## src/rtl/aclint_memory_pkg.sv

```systemverilog
// Shared EEI constants for the membus and the ACLINT register window,
// plus register decode and byte-strobe merge helpers.
package eei;

  localparam int XLEN              = 64;
  localparam int MEMBUS_DATA_WIDTH = 64;
  localparam int MEMBUS_MASK_WIDTH = MEMBUS_DATA_WIDTH / 8;

  localparam logic [XLEN-1:0] MMAP_ACLINT_BEGIN = 64'h0000_0000_0200_0000;
  localparam logic [XLEN-1:0] MMAP_ACLINT_END   = 64'h0000_0000_020b_ffff;

  // Word offsets inside the ACLINT window
  localparam logic [15:0] MMAP_ACLINT_MSIP     = 16'h0000;
  localparam logic [15:0] MMAP_ACLINT_MTIMECMP = 16'h4000;
  localparam logic [15:0] MMAP_ACLINT_MTIME    = 16'h7ff8;
  localparam logic [15:0] MMAP_ACLINT_SETSSIP  = 16'h8000;

  // mtimecmp powers up at the maximum so no timer interrupt is pending
  localparam logic [63:0] ACLINT_MTIMECMP_RESET = '1;

  typedef enum logic [2:0] {
    ACLINT_REG_MSIP,
    ACLINT_REG_MTIMECMP,
    ACLINT_REG_MTIME,
    ACLINT_REG_SETSSIP,
    ACLINT_REG_NONE
  } aclint_reg_e;

  // Address bits [2:0] are ignored: every access targets an aligned 64-bit word
  function automatic aclint_reg_e aclint_decode(input logic [15:0] off);
    logic [15:0] word_off;
    word_off = {off[15:3], 3'b000};
    case (word_off)
      MMAP_ACLINT_MSIP:     return ACLINT_REG_MSIP;
      MMAP_ACLINT_MTIMECMP: return ACLINT_REG_MTIMECMP;
      MMAP_ACLINT_MTIME:    return ACLINT_REG_MTIME;
      MMAP_ACLINT_SETSSIP:  return ACLINT_REG_SETSSIP;
      default:              return ACLINT_REG_NONE;
    endcase
  endfunction

  // Replace the bytes of old_val selected by wmask with the bytes of wdata
  function automatic logic [MEMBUS_DATA_WIDTH-1:0] apply_wmask(
    input logic [MEMBUS_DATA_WIDTH-1:0] old_val,
    input logic [MEMBUS_DATA_WIDTH-1:0] wdata,
    input logic [MEMBUS_MASK_WIDTH-1:0] wmask
  );
    logic [MEMBUS_DATA_WIDTH-1:0] res;
    res = old_val;
    for (int unsigned i = 0; i < MEMBUS_MASK_WIDTH; i++) begin
      if (wmask[i]) res[i*8 +: 8] = wdata[i*8 +: 8];
    end
    return res;
  endfunction

endpackage

```

## src/rtl/aclint_memory_if.sv

```systemverilog
// Membus request/response bundle between the CPU (master) and a responder (slave).
interface aclint_memory_if;
  import eei::*;

  logic                         valid;
  logic                         ready;
  logic [XLEN-1:0]              addr;
  logic                         wen;
  logic [MEMBUS_DATA_WIDTH-1:0] wdata;
  logic [MEMBUS_MASK_WIDTH-1:0] wmask;
  logic                         rvalid;
  logic [MEMBUS_DATA_WIDTH-1:0] rdata;

  modport master (
    output valid, addr, wen, wdata, wmask,
    input  ready, rvalid, rdata
  );

  modport slave (
    input  valid, addr, wen, wdata, wmask,
    output ready, rvalid, rdata
  );
endinterface

```

## src/rtl/aclint_memory_mtime_counter.sv

```systemverilog
// Free-running 64-bit mtime with a prescaler and a byte-masked load port.
module aclint_mtime_counter
  import eei::*;
#(
  parameter int unsigned MTIME_DIV = 1
) (
  input  logic                         clk,
  input  logic                         rst,
  input  logic                         load_en,
  input  logic [MEMBUS_DATA_WIDTH-1:0] load_data,
  input  logic [MEMBUS_MASK_WIDTH-1:0] load_mask,
  output logic [63:0]                  mtime
);

  localparam int unsigned PW = (MTIME_DIV > 1) ? $clog2(MTIME_DIV) : 1;
  localparam logic [PW-1:0] PRESC_MAX = PW'(MTIME_DIV - 1);

  logic [PW-1:0] presc_q, presc_d;
  logic [63:0]   mtime_q, mtime_d;
  logic          tick;

  // Next prescaler/mtime: written bytes override the incremented value,
  // unwritten bytes keep the increment (including any carry into them)
  always_comb begin
    tick    = (presc_q == PRESC_MAX);
    presc_d = tick ? '0 : presc_q + PW'(1);
    mtime_d = mtime_q + {63'b0, tick};
    if (load_en) begin
      presc_d = '0;
      mtime_d = apply_wmask(mtime_d, load_data, load_mask);
    end
  end

  // Counter state registers
  always_ff @(posedge clk) begin
    if (rst) begin
      presc_q <= '0;
      mtime_q <= '0;
    end else begin
      presc_q <= presc_d;
      mtime_q <= mtime_d;
    end
  end

  assign mtime = mtime_q;

endmodule

```

## src/rtl/aclint_memory.sv

```systemverilog
// ACLINT responder on the membus: MSWI, MTIMER and SSWI registers for one hart.
module aclint_memory
  import eei::*;
#(
  parameter int unsigned MTIME_DIV = 1
) (
  input  logic                  clk,
  input  logic                  rst,
  aclint_memory_if.slave        membus,
  output logic                  aclint_msip,
  output logic                  aclint_mtip,
  output logic                  aclint_ssip_set,
  output logic [63:0]           aclint_mtime
);

  logic [15:0]                  off;
  aclint_reg_e                  reg_sel;
  logic                         wr;
  logic [MEMBUS_DATA_WIDTH-1:0] rd_word;
  logic                         mtime_load;
  logic [63:0]                  mtime;

  logic                         msip_q, msip_d;
  logic [63:0]                  mtimecmp_q, mtimecmp_d;
  logic                         rvalid_q, rvalid_d;
  logic [MEMBUS_DATA_WIDTH-1:0] rdata_q, rdata_d;
  logic                         ssip_q, ssip_d;

  aclint_mtime_counter #(
    .MTIME_DIV (MTIME_DIV)
  ) u_mtime (
    .clk       (clk),
    .rst       (rst),
    .load_en   (mtime_load),
    .load_data (membus.wdata),
    .load_mask (membus.wmask),
    .mtime     (mtime)
  );

  // Decode and read mux on the registered (pre-write) register values
  always_comb begin
    off        = 16'(membus.addr - MMAP_ACLINT_BEGIN);
    reg_sel    = aclint_decode(off);
    wr         = membus.valid && membus.wen;
    mtime_load = wr && (reg_sel == ACLINT_REG_MTIME);
    rd_word    = '0;
    case (reg_sel)
      ACLINT_REG_MSIP:     rd_word = {63'b0, msip_q};
      ACLINT_REG_MTIMECMP: rd_word = mtimecmp_q;
      ACLINT_REG_MTIME:    rd_word = mtime;
      default:             rd_word = '0;
    endcase
  end

  // Register writes, SETSSIP pulse and one-cycle response
  always_comb begin
    msip_d     = msip_q;
    mtimecmp_d = mtimecmp_q;
    ssip_d     = 1'b0;
    rvalid_d   = membus.valid;
    rdata_d    = membus.valid ? rd_word : '0;
    if (wr) begin
      case (reg_sel)
        ACLINT_REG_MSIP:     if (membus.wmask[0]) msip_d = membus.wdata[0];
        ACLINT_REG_MTIMECMP: mtimecmp_d = apply_wmask(mtimecmp_q, membus.wdata, membus.wmask);
        ACLINT_REG_SETSSIP:  ssip_d = membus.wmask[0] && membus.wdata[0];
        default:             ;
      endcase
    end
  end

  // State and response registers
  always_ff @(posedge clk) begin
    if (rst) begin
      msip_q     <= 1'b0;
      mtimecmp_q <= ACLINT_MTIMECMP_RESET;
      rvalid_q   <= 1'b0;
      rdata_q    <= '0;
      ssip_q     <= 1'b0;
    end else begin
      msip_q     <= msip_d;
      mtimecmp_q <= mtimecmp_d;
      rvalid_q   <= rvalid_d;
      rdata_q    <= rdata_d;
      ssip_q     <= ssip_d;
    end
  end

  assign membus.ready    = 1'b1;
  assign membus.rvalid   = rvalid_q;
  assign membus.rdata    = rdata_q;
  assign aclint_msip     = msip_q;
  assign aclint_mtip     = (mtime >= mtimecmp_q);
  assign aclint_ssip_set = ssip_q;
  assign aclint_mtime    = mtime;

endmodule

```

## src/flat_wrapper.sv

```systemverilog
// flat-port wrapper written by rule: the top's interface ports become plain ports
module aclint_memory_flat import eei::*;
#(
  parameter int unsigned MTIME_DIV = 1
)
  (clk, rst, aclint_msip, aclint_mtip, aclint_ssip_set, aclint_mtime, membus_valid, membus_addr, membus_wen, membus_wdata, membus_wmask, membus_ready, membus_rvalid, membus_rdata);
  aclint_memory_if membus_i ();
  input  logic clk;
  input  logic rst;
  output logic aclint_msip;
  output logic aclint_mtip;
  output logic aclint_ssip_set;
  output logic [63:0] aclint_mtime;
  input wire logic [$bits(membus_i.valid)-1:0] membus_valid;
  input wire logic [$bits(membus_i.addr)-1:0] membus_addr;
  input wire logic [$bits(membus_i.wen)-1:0] membus_wen;
  input wire logic [$bits(membus_i.wdata)-1:0] membus_wdata;
  input wire logic [$bits(membus_i.wmask)-1:0] membus_wmask;
  output wire logic [$bits(membus_i.ready)-1:0] membus_ready;
  output wire logic [$bits(membus_i.rvalid)-1:0] membus_rvalid;
  output wire logic [$bits(membus_i.rdata)-1:0] membus_rdata;
  assign membus_i.valid = membus_valid;
  assign membus_i.addr = membus_addr;
  assign membus_i.wen = membus_wen;
  assign membus_i.wdata = membus_wdata;
  assign membus_i.wmask = membus_wmask;
  assign membus_ready = membus_i.ready;
  assign membus_rvalid = membus_i.rvalid;
  assign membus_rdata = membus_i.rdata;
  aclint_memory #(.MTIME_DIV(MTIME_DIV)) u_core (.clk(clk), .rst(rst), .membus(membus_i), .aclint_msip(aclint_msip), .aclint_mtip(aclint_mtip), .aclint_ssip_set(aclint_ssip_set), .aclint_mtime(aclint_mtime));
endmodule
```

## config.mk

```make
export PLATFORM = sky130hd
export DESIGN_NAME = aclint_memory_flat
export DESIGN_NICKNAME = d
export VERILOG_FILES = /design/src/rtl/aclint_memory_pkg.sv /design/src/rtl/aclint_memory_if.sv /design/src/rtl/aclint_memory_mtime_counter.sv /design/src/rtl/aclint_memory.sv /design/src/flat_wrapper.sv
export SDC_FILE = /design/constraint.sdc
export NUM_CORES = 1
export LEC_CHECK = 0
export ABC_AREA = 1
export CAP_MARGIN = 30
export CORE_ASPECT_RATIO = 1.1
export CORE_MARGIN = 4
export CORE_UTILIZATION = 55
export DETAILED_ROUTE_END_ITERATION = 8
export PLACE_DENSITY_LB_ADDON = 0.05
export SLEW_MARGIN = 20
export SYNTH_ARGS = -nofsm -noshare
export SYNTH_HDL_FRONTEND = slang
export SYNTH_SLANG_ARGS = --single-unit
export TNS_END_PERCENT = 10
```

## constraint.sdc

```tcl
create_clock -name clk -period 4.55 [get_ports clk]
set_input_delay 0.455 -clock clk [delete_from_list [all_inputs] [get_ports clk]]
set_output_delay 0.455 -clock clk [all_outputs]
set_load 0.005 [all_outputs]
```

== Word-level counts from Yosys, hierarchy flattened ==
Cells that the tools add are included.
Widths: inputs -> output; s select.

* Register bits after elaboration: 196
* Output and inout port bits: 133
* Word-level logic and storage cells: 56

* Equality and inequality tests: 6
* Add/subtract/negate cells: 3
* Bitwise operators: 4
* Mux-type cells: 11
* Reductions and logical operators: 17
* Order comparisons: 1

{| class="wikitable"
|+ Operators by type and width
! cell !! number
|-
| $pmux 64 s3 || 1
|-
| $add 64x1->64 || 1
|-
| $ge 64x64->1 || 1
|-
| $mux 64 || 1
|-
| $mux 8 || 8
|-
| $reduce_and 3->1 || 9
|-
| $eq 13x12->1 const B || 2
|-
| $sub 16x1->16 const B || 1
|-
| $eq 13x13->1 const B || 1
|-
| $logic_not 13->1 || 1
|-
| $pmux 3 s4 || 1
|-
| $eq 3x2->1 const B || 2
|-
| $reduce_or 3->1 || 2
|-
| $not 1->1 || 4
|-
| $eq 3x1->1 const B || 1
|-
| $logic_and 1x1->1 || 3
|-
| $logic_not 3->1 || 1
|-
| $reduce_or 2->1 || 1
|-
| $add 1x1->1 const B || 1
|}

== Depth between registers and ports, before layout ==
Gate-level depths: netlist (run 1).

* Word-level depth: 6
* Gate-level depth with buffers: 15

== By module ==
A second synthesis (run 1) with hierarchy kept.

* Cell total of the unflattened synthesis: 1643
* Area total of the unflattened synthesis: 10953.0 um2

{| class="wikitable"
|+ By module, submodules not included
! module !! cells each !! area each (um2) !! instances !! sequential area each (um2)
|-
| aclint_memory || 829 || 6353.6 || 1 || 2622.5
|-
| aclint_mtime_counter || 814 || 4599.4 || 1 || 1301.2
|}

== Least setup slack after synthesis (run 1) ==
OpenSTA, ideal clock, no wires.

* Path kind: reg-to-output
* From: register u_core.u_mtime.mtime_q[55] (netlist: u_core.u_mtime.mtime[55])
* To: output aclint_mtip
* Setup slack: 2.774 ns
* Cell stages (with the launch flop): 8
* Required time: 4.095 ns
* Data arrival time: 1.321 ns
* Cells stage by stage: dfxtp_1 -> ha_1 -> nand2_1 -> nor2_1 -> nand4_1 -> nor4_1 -> nand2_1 -> nand2_1

* Word-level cells in the longest chain between the ends: 1

{| class="wikitable"
|+ Ends and longest elaborated chain
! what !! RTL line !! RTL
|-
| from (decl) || aclint_memory_mtime_counter.sv:19 || <nowiki>logic [63:0] mtime_q, mtime_d;</nowiki>
|-
| from (signal assigned) || aclint_memory_mtime_counter.sv:41 || <nowiki>mtime_q <= mtime_d;</nowiki>
|-
| $ge 64x64->1 || aclint_memory.sv:93 || <nowiki>assign aclint_mtip = (mtime >= mtimecmp_q);</nowiki>
|-
| to (decl) || flat_wrapper.sv:11 || <nowiki>output logic aclint_mtip;</nowiki>
|}

Every way passes these cells.

== Final worst setup path (run 1) ==
Same ends and word-level chain as after synthesis.

==> results of run 1 <==
## worst max-delay path by stage
stage                                                   start                                 end
after floorplan           u_core.u_mtime.mtime[55]$_SDFF_PP0_                         aclint_mtip
after global placement                                    rst  u_core.membus.rdata[41]$_SDFF_PP0_
after detailed placement                                  rst  u_core.membus.rdata[41]$_SDFF_PP0_
after CTS                 u_core.u_mtime.mtime[54]$_SDFF_PP0_                         aclint_mtip
after global routing       u_core.u_mtime.mtime[2]$_SDFF_PP0_                         aclint_mtip
final                     u_core.u_mtime.mtime[55]$_SDFF_PP0_                         aclint_mtip
## routing by layer
metal / track usage [%] / vias up / wire (microns)
met2: 51.6 / 421 / 16800
met1: 37.6 / 5392 / 14600
li1: - / 5819 / -
met4: 10.7 / 0 / 1020
met3: 5.47 / 72 / 2390
met5: 0 / - / 0
## power breakdown
group / internal (uW) / leakage, uW / switching [uW]
combinational: 84.0 / 0.00492 / 77.0
sequential: 1720 / 0.00158 / 3.35
clock: 735 / 0.000273 / 721
total: 2540 / 0.00677 / 802
## logic make-up after synthesis
| logic type | after synthesis | synth area share, % |
|---|---|---|
| AND/OR/NAND/NOR | 924 | 35.7 |
| buffers and inverters | 292 | 10.7 |
| flip-flops | 196 | 34.7 |
| AO/OA/AOI/OAI | 188 | 9.63 |
| adder cells (fa/ha/maj) | 66 | 7.30 |
| XOR/XNOR | 25 | 1.94 |
| other | 2 | 0.0664 |
## cell type report
cell class | count | area, sq um
clock inverter | 12 | 119
fill | 1758 | 5820
tap | 252 | 315
clock buffer | 19 | 443
inverter | 240 | 902
timing repair buffer | 228 | 2270
sequential | 196 | 3920
multi-input combinational | 1205 | 6200
## Yosys cell counts, types with 13 or more instances
cell	instances
sky130_fd_sc_hd__nand4_1	37
sky130_fd_sc_hd__o21ai_0	45
sky130_fd_sc_hd__a21oi_1	80
sky130_fd_sc_hd__dfxtp_1	196
sky130_fd_sc_hd__clkbuf_1	13
sky130_fd_sc_hd__a22oi_1	26
sky130_fd_sc_hd__buf_2	25
sky130_fd_sc_hd__xor2_1	17
sky130_fd_sc_hd__ha_1	66
sky130_fd_sc_hd__inv_1	236
sky130_fd_sc_hd__o211ai_1	25
sky130_fd_sc_hd__nand3_1	167
sky130_fd_sc_hd__nand2_1	459
sky130_fd_sc_hd__nor2_1	202
## stage by stage
step	total power, uW	instances
after detailed placement	1920	2121
after global routing	3440	2152
after global placement	1920	2121
final	3340	2152
after CTS	3350	2152
after floorplan	1810	1693
## critical path, delay by kind of cell, from the launching register on
family / cells / cell delay (ns)
buf+inv: 1 / 0.50
fa+ha+maj: 1 / 0.34
simple gates: 6 / 0.98
flops: 1 / 0.40
## sequential cells by signal, summed over array words and instances, names as in the netlist
signal / count
u_core.u_mtime.mtime: 64
u_core.membus.rdata: 64
u_core.u_mtime.presc_q: 1
u_core.mtimecmp_q: 64
u_core.aclint_msip: 1
u_core.aclint_ssip_set: 1
u_core.membus.rvalid: 1
==> Flow_metrics.wiki, run 1 <==
{| class="wikitable"
! Metric !! Value
|-
| DR vias || 11700
|-
| Number of maximum-capacitance violations || 0
|-
| Final instance area || 14200 sq um
|-
| Synth Flop Type || sky130_fd_sc_hd__dfxtp_1
|-
| Post-route setup TNS || 0 ns
|-
| Ports || 273
|-
| Cell type with the highest aggregate area in the netlist || sky130_fd_sc_hd__dfxtp_1
|-
| Hold-critical path endpoint || u_core.aclint_msip$_SDFFE_PP0P_
|-
| GRT Resource Usage Total || 30.0%
|-
| Pin count of the biggest net entering global routing || 74
|-
| Post-Place Cell Area || 13600 sq um
|-
| Count of final hold-check violations || 0
|-
| Hold Path Depth || 2
|-
| Final-report max-slew violation count || 0
|-
| Starting Density || 56.6%
|-
| Resize count post-CTS || 0
|-
| Number of buffers inserted during clock tree synthesis || 17
|-
| Setup violation total in the final timing report || 0
|-
| DP Wirelength || 27.0 mm
|-
| Portion of the post-synthesis area used by sequential elements || 34.7%
|-
| Origin of the critical flop-to-flop path || u_core.u_mtime.mtime[0]$_SDFF_PP0_
|-
| Tightest slew margin relative to the limit || 35.1%
|-
| Fmax || 0.321 GHz
|-
| Terminus of the critical flop-to-flop path || u_core.u_mtime.mtime[20]$_SDFF_PP0_
|-
| Core area || 20000 sq um
|-
| Unrepaired setup endpoints after global routing || false
|-
| Relative area change from synthesis to final layout || 25.3%
|-
| Peak supply drop || 0.000249 V
|-
| Power density relative to cell area || 235 nW/um^2
|-
| Critical path arrival || 2.67 ns
|-
| Fraction of post-synthesis cell area in the top cell type by area || 34.7%
|-
| Clock tree from TritonCTS || yes
|-
| Worst-path maximum fanout || 7
|-
| Final routed wire length divided by cell count || 16.2 microns
|-
| H-tree depth || 4
|-
| Residual overflow from global routing || 0
|-
| Min-delay worst type || reg2reg
|-
| Data required time of the critical path || 4.09 ns
|-
| Register-to-Register Setup Slack || 2.08 ns
|-
| Number of flip-flops and latches in the synthesized netlist || 196
|-
| Number of synthesized flops with an enable pin || 0
|-
| Post-CTS setup buffer count || 0
|-
| Routability-driven placement congestion ratio || 0.993
|-
| Worst hold margin || 0.479 ns
|-
| Fraction of final layout cells with drive strength greater than 1 || 4.16%
|-
| Final clock skew || 0.00774 ns
|-
| Tcrit/Tclk final || 68.6%
|-
| Die Wd || 145 microns
|-
| Slew of the pin with the lowest slew margin || 0.969 ns
|-
| Later-pin clock latency in the skew report || 0.44 ns
|-
| Length of the first detailed-routing pass in iterations || 6
|-
| Total of warnings raised by yosys || 0
|-
| Final ANT Viol Nets || 0
|-
| Via-to-Cell Ratio || 5.44
|-
| R2r worst-path depth || 8
|-
| DRC Markers || 0
|-
| Nets@finish || 2094
|-
| Worst Setup Start Kind || flop
|-
| Main area contributors after synthesis || sky130_fd_sc_hd__dfxtp_1, sky130_fd_sc_hd__nand2_1, sky130_fd_sc_hd__inv_1, sky130_fd_sc_hd__nand3_1, sky130_fd_sc_hd__ha_1
|-
| Clock-pin slew on the worst setup and hold paths || 0.08 ns
|-
| Sink count of the clock tree || 196
|-
| Synthesized instance count || 1693
|-
| Library cell appearing most often on the critical path || sky130_fd_sc_hd__nand2_1
|-
| Critical-path cell list || ha_1, nand2_1, nor2_1, nand4_1, nor4_1, nand2_1, nand2_1, clkdlybuf4s50_1
|-
| Lkg Pwr || 0.00677 uW
|-
| Min cycle time layout || 3.12 ns
|-
| Mean instance size in the synthesized netlist || 6.68 sq um
|-
| Initial DRC count || 732
|-
| Count of inserted antenna diode cells || 0
|-
| Number of port buffers || 220
|-
| Syn nets || 1899
|-
| Post-route worst setup slack || 1.43 ns
|-
| Maximum clock insertion buffer count || 2
|-
| DIE AREA || 22900 sq um
|-
| Clock root buffer master || sky130_fd_sc_hd__clkbuf_16
|-
| Status || finished, final reports clean
|-
| Asr flop ratio synth || 0%
|-
| Start point of the worst min-delay path || u_core.aclint_msip$_SDFFE_PP0P_
|-
| Critical path endpoint category || primary output
|-
| Pre-CTS worst setup slack || 1.47 ns
|-
| Stage delay of the slowest cell on the critical path || 0.50 ns
|-
| Top library cells by usage in the layout, fill and taps aside || sky130_fd_sc_hd__nand2_1, sky130_fd_sc_hd__inv_1, sky130_fd_sc_hd__clkdlybuf4s50_1
|-
| Netlist cell types || 48
|-
| Max stage delay cell, worst path || sky130_fd_sc_hd__clkdlybuf4s50_1
|-
| Number of core rows || 54
|-
| Commonest non-fill, non-tap cell in the layout || sky130_fd_sc_hd__nand2_1
|-
| First-pass GRT wire length || 54.7 mm
|-
| Post-detailed-routing wire length || 34.8 mm
|-
| CP Class || reg2out
|-
| Post-Syn Area || 11300 sq um
|-
| Final core area utilization || 70.9%
|-
| Vias in the first global route || 10900
|-
| Vertical die dimension || 158 microns
|-
| Antenna violations before repair || 0
|-
| Total of hold buffers inserted after clock tree synthesis || 0
|}
Note: power is estimated with default switching activity, not from simulation.
==> run 2, diff against run 1 <==
--- a/config.mk
+++ b/config.mk
@@ -9,7 +9,7 @@
 export CAP_MARGIN = 30
 export CORE_ASPECT_RATIO = 1.1
 export CORE_MARGIN = 4
-export CORE_UTILIZATION = 55
+export CORE_UTILIZATION = 51
 export DETAILED_ROUTE_END_ITERATION = 8
 export PLACE_DENSITY_LB_ADDON = 0.05
 export SLEW_MARGIN = 20
==> constraint.sdc (replaced) <==
create_clock -name clk -period 2.9 [get_ports clk]
set_input_delay 0.29 -clock clk [delete_from_list [all_inputs] [get_ports clk]]
set_output_delay 0.29 -clock clk [all_outputs]
set_load 0.005 [all_outputs]
==> run 2 against run 1 <==
Net effect:
- worst hold slack worse by 0.076 ns
- sequential power increased by 57%
- combinational power is 58% higher
- clock power rose by 58%
- sequential share of layout area is 0.78 points lower
- critical path type unchanged
- worst setup slack worse by 1.0 ns
- global-route usage shrank 0.60 points
- critical endpoint unchanged
- first-iteration DRC count up 34%
- total power rose by 57%
- clock skew grew 0.0068 ns
- core utilization is 3.0 points lower
==> Flow_metrics.wiki, run 2 (synthesis gave the netlist of run 1 again) <==
{| class="wikitable"
! Metric !! Value
|-
| Top library cells by usage in the layout, fill and taps aside || sky130_fd_sc_hd__nand2_1, sky130_fd_sc_hd__inv_1, sky130_fd_sc_hd__clkdlybuf4s50_1
|-
| Final clock skew || 0.0145 ns (+0.00676 ns)
|-
| Clock root buffer master || sky130_fd_sc_hd__clkbuf_16
|-
| Power density relative to cell area || 359 nW/um^2 (+52%)
|-
| DP Wirelength || 28.8 mm (+6.7%)
|-
| Residual overflow from global routing || 0 (unchanged)
|-
| DIE AREA || 24600 sq um (+7.4%)
|-
| DR vias || 11800 (+1.2%)
|-
| H-tree depth || 4 (unchanged)
|-
| Tcrit/Tclk final || 85.7%
|-
| DRC Markers || 0 (unchanged)
|-
| Worst Setup Start Kind || flop
|-
| Post-route setup TNS || 0 ns (unchanged)
|-
| Lkg Pwr || 0.00706 uW (+4.2%)
|-
| Via-to-Cell Ratio || 5.28 (-2.9%)
|-
| Pin count of the biggest net entering global routing || 73 (-1.4%)
|-
| Nets@finish || 2146 (+2.5%)
|-
| Tightest slew margin relative to the limit || 49.9% (+15 points)
|-
| GRT Resource Usage Total || 29.4% (-0.60 points)
|-
| Min cycle time layout || 2.49 ns
|-
| Final core area utilization || 67.9% (-3.0 points)
|-
| Data required time of the critical path || 2.61 ns (-1.48 ns)
|-
| Pre-CTS worst setup slack || 0.322 ns (-1.15 ns)
|-
| Commonest non-fill, non-tap cell in the layout || sky130_fd_sc_hd__nand2_1
|-
| Post-Place Cell Area || 14000 sq um (+3.1%)
|-
| Vertical die dimension || 164 microns (+3.7%)
|-
| Antenna violations before repair || 0 (unchanged)
|-
| Later-pin clock latency in the skew report || 0.44 ns (about the same)
|-
| Initial DRC count || 983 (+34%)
|-
| Count of final hold-check violations || 0 (unchanged)
|-
| Routability-driven placement congestion ratio || 0.988 (-0.59%)
|-
| Core area || 21600 sq um (+7.9%)
|-
| Final instance area || 14700 sq um (+3.4%)
|-
| Worst-path maximum fanout || 6 (-1)
|-
| Min-delay worst type || in2reg
|-
| Count of inserted antenna diode cells || 0 (unchanged)
|-
| Number of port buffers || 220 (unchanged)
|-
| Final Total Pwr || 5250 uW (+57%)
|-
| Sink count of the clock tree || 196 (unchanged)
|-
| Final routed wire length divided by cell count || 16.2 microns (+0.12%)
|-
| Peak supply drop || 0.000381 V (+53%)
|-
| Critical path arrival || 2.20 ns (-0.47 ns)
|-
| Total of hold buffers inserted after clock tree synthesis || 0 (unchanged)
|-
| Unrepaired setup endpoints after global routing || false
|-
| Post-route worst setup slack || 0.413 ns (-1.02 ns)
|-
| Starting Density || 52.4% (-4.1 points)
|-
| Filler cells || 1934 (+10%)
|-
| Number of core rows || 56 (+3.7%)
|-
| Fraction of final layout cells with drive strength greater than 1 || 7.74% (+3.6 points)
|-
| CP Class || reg2out
|-
| Vias in the first global route || 11200 (+3.7%)
|-
| Relative area change from synthesis to final layout || 29.5%
|-
| Die Wd || 150 microns (+3.6%)
|-
| Clock-pin slew on the worst setup and hold paths || 0.08 ns (about the same)
|-
| Clock tree from TritonCTS || yes
|-
| Slew of the pin with the lowest slew margin || 0.751 ns (-0.218 ns)
|-
| Final-report max-slew violation count || 0 (unchanged)
|-
| Fmax || 0.402 GHz
|-
| Length of the first detailed-routing pass in iterations || 5 (-1)
|-
| First-pass GRT wire length || 57.5 mm (+5.2%)
|-
| Setup violation total in the final timing report || 0 (unchanged)
|-
| Ports || 273 (unchanged)
|-
| Post-detailed-routing wire length || 36.3 mm (+4.3%)
|-
| Number of maximum-capacitance violations || 0 (unchanged)
|-
| Maximum clock insertion buffer count || 2 (unchanged)
|-
| Final ANT Viol Nets || 0 (unchanged)
|-
| Critical path endpoint category || primary output
|-
| Number of buffers inserted during clock tree synthesis || 17 (unchanged)
|-
| Status || finished, final reports clean
|}
run 2: changes by cell type in the layout (fill, tap and decap cells not counted), sizes merged:
cell	delta
buf	+52
clkdlybuf4s50	-1
clkinv	-1
clkinvlp	+1
dlymetal6s2s	+1
run 2: stage by stage:
step | hold WS [ns] | std cells
after floorplan | 0.425 | 1693
after global placement | 0.460 | 2209
after detailed placement | 0.468 | 2209
after CTS | 0.408 | 2241
after global routing | 0.425 | 2242
final | 0.404 | 2242
run 2: report_power, final:
group	internal, uW	switching, uW
clock network	1150	1150
registers	2690	5.39
logic	134	121
run 2: what timing repair did:
item | in CTS | in global routing
gates resized for setup | 0 | 21
cloned | 0 | 0
pin swaps | 2 | 6
setup buffers | 1 | 1
endpoints found under the setup margin | 1 | 1
run 2: layout make-up:
cell class              instances  area [sq um]  area share, %
multi-input cells            1205          6220           42.4
flip-flops and latches        196          3940           26.9
repair buffers                280          2670           18.2
inverters                     240           902           6.16
clock buffers                  19           443           3.02
well taps                     290           363           2.48
clock inverters                12           118          0.803
run 2: critical path: stages, from the launching register on:
cell	delay (ns)
sky130_fd_sc_hd__dfxtp_1	0.46
sky130_fd_sc_hd__ha_1	0.29
sky130_fd_sc_hd__nand2_1	0.07
sky130_fd_sc_hd__nand2_1	0.05
sky130_fd_sc_hd__nand2_1	0.06
sky130_fd_sc_hd__nand2_1	0.05
sky130_fd_sc_hd__nand2_1	0.06
sky130_fd_sc_hd__nand2_1	0.05
sky130_fd_sc_hd__nor2_1	0.08
sky130_fd_sc_hd__nand2_1	0.11
sky130_fd_sc_hd__nand2_1	0.10
sky130_fd_sc_hd__nand2_2	0.08
sky130_fd_sc_hd__nand2_1	0.10
sky130_fd_sc_hd__nand2_1	0.06
sky130_fd_sc_hd__dlymetal6s2s_1	0.15
run 2: worst paths after layout:
check	start	endpoint	slack (ns)	cells past startpoint
max	u_core.u_mtime.mtime[9]$_SDFF_PP0_	aclint_mtip	0.41	14
min	membus_wdata[1]	u_core.u_mtime.mtime[1]$_SDFF_PP0_	0.40	3
max reg2reg	u_core.u_mtime.mtime[0]$_SDFF_PP0_	u_core.u_mtime.mtime[56]$_SDFF_PP0_	0.54	13
min reg2reg	u_core.mtimecmp_q[53]$_SDFFE_PP1P_	u_core.mtimecmp_q[53]$_SDFFE_PP1P_	0.47	2
run 2: routing by layer:
layer / track usage (%) / routed length [microns] / up-vias
met5: 0 / 0 / -
li1: - / - / 5916
met4: 7.86 / 687 / 0
met2: 50.9 / 17600 / 396
met1: 37.9 / 15800 / 5474
met3: 4.99 / 2270 / 54
